<file path="src/rtl/instr_fetch.sv">
// instr_fetch: single-outstanding instruction fetch unit with decoder handshake,
// jump redirection and a sticky misaligned-jump fault.
module instr_fetch #(
   parameter logic [63:0] RESET_PC = 64'h0
) (
   input  logic        clk,
   input  logic        rst_n,
   output logic        imem_req,
   output logic [63:0] imem_addr,
   input  logic        imem_ack,
   input  logic [31:0] imem_rdata,
   output logic        instr_valid,
   output logic [31:0] instruction,
   input  logic        instr_ready,
   input  logic        jump,
   input  logic [63:0] jump_target,
   output logic [63:0] pc,
   output logic        fault
);
   typedef enum logic [1:0] {IDLE, REQ, HOLD, FAULT} state_t;
   state_t      r_state, w_next;
   logic [63:0] r_pc;
   logic [31:0] r_instr;
   logic        r_fault;
   logic        w_ack, w_hs, w_misal;

   assign w_ack   = (r_state == REQ) && imem_ack;
   assign w_hs    = (r_state == HOLD) && instr_ready;
   assign w_misal = jump && (jump_target[1:0] != 2'b00);

   always_ff @(posedge clk or negedge rst_n)
      if (!rst_n) r_state <= IDLE;
      else r_state <= w_next;

   always_comb begin
      w_next = r_state;
      w_next = (r_state == IDLE) ? REQ :
               w_ack             ? HOLD :
               w_hs              ? (w_misal ? FAULT : REQ) : r_state;
   end

   // FAULT leaves pc untouched so the offending instruction's address stays visible
   always_ff @(posedge clk or negedge rst_n)
      if (!rst_n) begin
         r_pc    <= RESET_PC;
         r_instr <= 32'h0000_0013;
         r_fault <= 1'b0;
      end else begin
         if (w_ack) r_instr <= imem_rdata;
         if (w_hs && !w_misal) r_pc <= jump ? jump_target : r_pc + 64'd4;
         if (w_hs && w_misal) r_fault <= 1'b1;
      end

   assign imem_req    = (r_state == REQ);
   assign imem_addr   = r_pc;
   assign instr_valid = (r_state == HOLD);
   assign instruction = r_instr;
   assign pc          = r_pc;
   assign fault       = r_fault;
endmodule

</file>
<file path="config.mk">
export PLATFORM = sky130hd
export DESIGN_NAME = instr_fetch
export DESIGN_NICKNAME = d
export VERILOG_FILES = /design/src/rtl/instr_fetch.sv
export SDC_FILE = /design/constraint.sdc
export NUM_CORES = 1
export LEC_CHECK = 0
export ABC_AREA = 1
export ABC_CLOCK_PERIOD_IN_PS = 1460
export BUFFER_PORTS_ARGS = -buffer_cell sky130_fd_sc_hd__buf_2
export CAP_MARGIN = 20
export CORE_MARGIN = 2
export CORE_UTILIZATION = 34
export DETAILED_ROUTE_END_ITERATION = 16
export PLACE_DENSITY_LB_ADDON = 0.05
export REMOVE_ABC_BUFFERS = 1
export SYNTH_ARGS = -nofsm -noshare
export SYNTH_HDL_FRONTEND = slang
export SYNTH_SLANG_ARGS = --single-unit
</file>
<file path="constraint.sdc">
create_clock -name clk -period 1.46 [get_ports clk]
set_input_delay 0.073 -clock clk [delete_from_list [all_inputs] [get_ports clk]]
set_output_delay 0.073 -clock clk [all_outputs]
set_load 0.05 [all_outputs]
</file>
[After elaboration in Yosys (flattened, before gate mapping)]
Index checks and enable logic that the tools add are counted.
Storage, ports and cells
  input port bits: 101
  logic and storage cells: 21
  flip-flop bits (word level): 99
Cells by class
  $add $sub $neg: 1
  muxes and demuxes: 5
  eq/ne operators: 2
  reduce and logical (&&, ||, !) cells: 9
Operator list (count)
  64-bit by 3-bit adder with 64-bit output, second input constant: 1
  64-bit two-way mux: 1
  2-bit two-way mux: 4
  1-bit logical AND: 5
  3-bit nonzero test: 1
  2-bit by 1-bit == test with 1-bit output, second input constant: 1
  2-bit == test, second input constant: 1
  2-bit logical NOT: 1
  2-bit nonzero test: 1
  1-bit logical NOT: 1

[Logic depth before layout (Yosys ltp)]
  depth after elaboration: 6
  mapped depth: 12
  gate-level depth less buffers: 11

[Worst setup path before layout]
No wires, ideal clock.
  path kind: register to register
  from: register r_state[0]
  to: register r_instr[13], in the netlist instruction[13]
  cell stages (with the launch flop): 6
  setup time: 0.125 ns
  buffers on the path: 1
  required time: 1.335 ns
  period minus slack after synthesis: 2.077 ns
  path slack: -0.617 ns
  arrival: 1.953 ns
  cells stage by stage: dfrtp_1 > inv_1 > nor2_1 > nand2_1 > buf_2 > mux2_2
On the way
  longest elaborated chain between the ends: 2
RTL lines
  start: declaration: RTL line 21  | state_t r_state, w_next;
  start signal: assignment: RTL line 33  | else r_state <= w_next;
  2-bit by 1-bit == test with 1-bit output
  named net imem_req: RTL line 8  | output logic imem_req,
  1-bit logical AND: RTL line 27  | assign w_ack = (r_state == REQ) && imem_ack;
  end signal: assignment: RTL line 49  | if (w_ack) r_instr <= imem_rdata;
  end: declaration: RTL line 23  | logic [31:0] r_instr;
The timed path passes the listed nets, and every way through them passes these cells.
A chain may end at the register's enable or synchronous reset.

[Final worst setup path]
  from: register r_pc[9], in the netlist imem_addr[9]
  to: register r_pc[53], in the netlist imem_addr[53]
On the way
  longest elaborated chain between the ends: 2
RTL lines
  start: declaration: RTL line 22  | logic [63:0] r_pc;
  start signal: assignment: RTL line 50  | if (w_hs && !w_misal) r_pc <= jump ? jump_target : r_pc + 64'd4;
  64-bit by 3-bit adder with 64-bit output: RTL line 50
  64-bit two-way mux: RTL line 50
Every way passes these cells.

==> results.md <==
- Post-DP Area: 0.00916 sq mm
- Lkg Pwr: 5.90 nW
- Diode count: 0
- Core Area: 0.0195 sq mm
- Vias: 8003
- IO Count: 264
- Mapped Area: 0.00673 sq mm
- First drt pass iteration count: 7
- Fraction of layout cells with a size suffix above 1: 53.0%
- Fmax: 587 MHz
- Worst setup SP type: flop
- Commonest non-fill, non-tap cell in the layout: buf_2
- Initial antenna violation count: 0
- Largest net degree at the start of global routing: 58
- Hold/Removal Path Class: primary input to flop
- Adder-cell share of the synthesized area: 0.186%
- Clock Skews: 10.0 ps
- Port-buffer cells: 263
- CP most frequent cell: nand2_2
- WHS Path Cells: 3
- Final wirelength: 27400 um
- Critical Path RT: 1720 ps
- Met1 Usage GRT: 35.5%
- Routability cong.: 0.919
- Switching share of total power: 57.6%
- Main synth FF type: dfrtp_1
- Post-route ant nets: 0
- Post-synthesis compound-gate area fraction: 9.09%
- Pwr Total: 26.0 mW
- Grt met2 use: 43.8%
- Gr ovfl total: 0
- DR WL/cell: 16.0 um
- Reg2reg path depth: 9
- Count of different cell masters after synthesis: 38
- Drt drc: 0
- Critical path buffers and inverters: 0
- Element type at the critical path end: flop
- Drt via density: 4.66
- Commonest cells after routing, fill and taps aside: 258 x buf_2, 208 x nand2_1, 200 x buf_4, 123 x nor2_1, 86 x dfrtp_1
- NetSw: 15.0 mW
- Number of synthesized flops with an enable pin: 0
- H-tree Lvls: 3
- Final hold violations: 0
- Die X: 145 um
- Synth Area in Simple Gates: 34.2%
- Max incr delay on CP: 430 ps
- PD cells: 2250 mW/mm^2
- Setup CP Type: flop to flop
- Deepest clock path buffer count: 2
- Cts bufs inserted: 9
- Internal: 11.0 mW
- Worst EP arrival: 1970 ps
- Syn Inst Count: 974
- Row Count: 51
- Clock Tree Root: clkbuf_16
- Reported max-cap violation count: 0
- Slew headroom: 70.5%
- CTS tree: done
- DP HPWL: 19400 um
- Xor and xnor fraction of the mapped netlist area: 0.260%
- Clock network power share: 9.7%
- Die Ht: 145 um
- Crit. path cell count: 9
- Die ar.: 0.0209 sq mm
- Worst setup margin: -244 ps
- Largest family of logic cells by synthesized area: simple AND/OR/NAND/NOR gates
- Async S/R FF share, synth: 100%
- Busiest layer in global routing: met2
- CTS Sinks: 99
- Crit-path max FO: 6
- Synth Register Bits: 99
- Status: finished, violations left
- Number of global-route vias before repair: 7597
- M3 GR Usage: 3.92%
- Initial drt markers: 403
- Yosys top cell by area: dfrtp_1
- Nets: 1551
- Syn-to-layout area delta: 71.7%
- Worst path cell trace: nand2_2, nor2_4, nand2_2, nor2_4, nand2_2, o21ai_1, nand3_1, nand2_1, nand2_1
- Synth top area share: 35.7%
- Power share of the combinational group: 69.9%
- Register area share after synthesis: 36.9%
- Sequential share of power: 20.5%
- Initial Util: 34.6%
- Final Instance Area: 0.0116 sq mm
- Setup WS pre-CTS: -383 ps
- Failing checks: setup timing
- Mux cell area share after synthesis: 5.36%
- Max VDD drop: 0.00197 V
- RSZ-0062 raised after global routing: true
- Clk slew on worst S/H paths: 80 ps
- Tightest Pin Transition: 443 ps
- Fin util: 59.4%
- Top cells by area, synth: dfrtp_1 36%, nand2_1 16%, nor2_1 11%
- First-pass GRT wire length: 41400 um
- Overall routing resource usage: 26.1%
- CP top delay family: simple AND/OR/NAND/NOR gates
- Syn avg cell area: 6.91 sq um
- Slew Limit Fails: 0
- Clock latency on the worst-skew pair: 370 ps
- Synth warn: 0
- Critical Path Slowest Stage Cell: dfrtp_1
- Period minus WS final: 1700 ps
- Final worst-path cycle share: 117%
- Finish-stage setup viols: 93
## per-stage QoR
step	std cells	setup TNS, ps	hold slack, ps
6_report	1719	-7650	10.7
5_1_grt	1719	-17700	25.5
4_1_cts	1702	-6230	3.25
3_5_place_dp	1582	-11140	24.4
3_3_place_gp	1582	-10510	23.1
2_1_floorplan	884	-82310	-223
## synthesized netlist by cell type, types with 7 or more instances
cell type  number
nand2_1       281
o21ai_2         7
nor2_4          7
dfrtp_1        96
o21ai_0        38
mux2_2         32
buf_4          66
a21oi_1        19
nand3_1        52
buf_2          12
o21ai_1        17
a211oi_1        9
nor2_1        195
inv_1          80
## state kept, by name, summed over array words and instances, names as in the netlist
register / count
imem_addr: 64
instruction: 32
r_state: 2
fault: 1
## what timing repair did
| item | 4_1_cts | 5_1_grt |
|---|---|---|
| hold endpoints to repair | 137 | 0 |
| hold buffers | 56 | 0 |
| endpoints found under the setup margin | 55 | 101 |
| gates cloned | 6 | 1 |
| pin swaps | 59 | 50 |
| buffers inserted | 44 | 18 |
| resized for setup | 206 | 118 |
## worst register-to-register path, delay by kind of cell (launching register included)
| family | cells | cell delay, ps |
|---|---|---|
| AND/OR/NAND/NOR | 8 | 1030 |
| flip-flops | 1 | 430 |
| AO/OA/AOI/OAI | 1 | 140 |
## routing by layer
layer / wire length [um] / vias to the layer above
li1: - / 3970
met1: 12200 / 3734
met2: 13200 / 267
met3: 1560 / 32
met4: 421 / 0
met5: 0 / -
## area by class of cell
| class | count | area (sq um) |
|---|---|---|
| Tap cell | 265 | 332 |
| Multi-Input combinational cell | 701 | 4110 |
| Timing Repair inverter | 1 | 6.26 |
| Fill cell | 1785 | 7910 |
| Clock buffer | 9 | 225 |
| Inverter | 84 | 328 |
| Clock inverter | 7 | 70.1 |
| Timing Repair Buffer | 553 | 3990 |
| Sequential cell | 99 | 2490 |
## power groups by stage
stage	clock network (mW)	registers, mW	logic [mW]
floorplan	0	12.9	2.84
global placement	0	5.18	16.1
detailed placement	0	5.18	16.1
CTS	2.59	5.20	17.5
global route	2.68	5.50	19.2
finish	2.52	5.33	18.2
## logic make-up (layout without fill, tap and decap cells)
family	after synthesis	count (layout)
simple gates	561	561
mux	32	32
xor+xnor	2	2
buf+inv	174	654
fa+ha+maj	1	1
flops	99	99
compound gates	105	105
## worst paths after layout
check                                         start                         to  slack [ps]
max in group asynchronous                     rst_n  imem_addr[44]$_DFFE_PN0N_         730
min reg2reg                       fault$_DFFE_PN0P_          fault$_DFFE_PN0P_         480
min                                  jump_target[7]   imem_addr[7]$_DFFE_PN0N_          10
max                        imem_addr[9]$_DFFE_PN0N_  imem_addr[53]$_DFFE_PN0N_        -240
max reg2reg                imem_addr[9]$_DFFE_PN0N_  imem_addr[53]$_DFFE_PN0N_        -240
min in group asynchronous                     rst_n  imem_addr[10]$_DFFE_PN0N_         170
(Power assumes the default switching activity.)
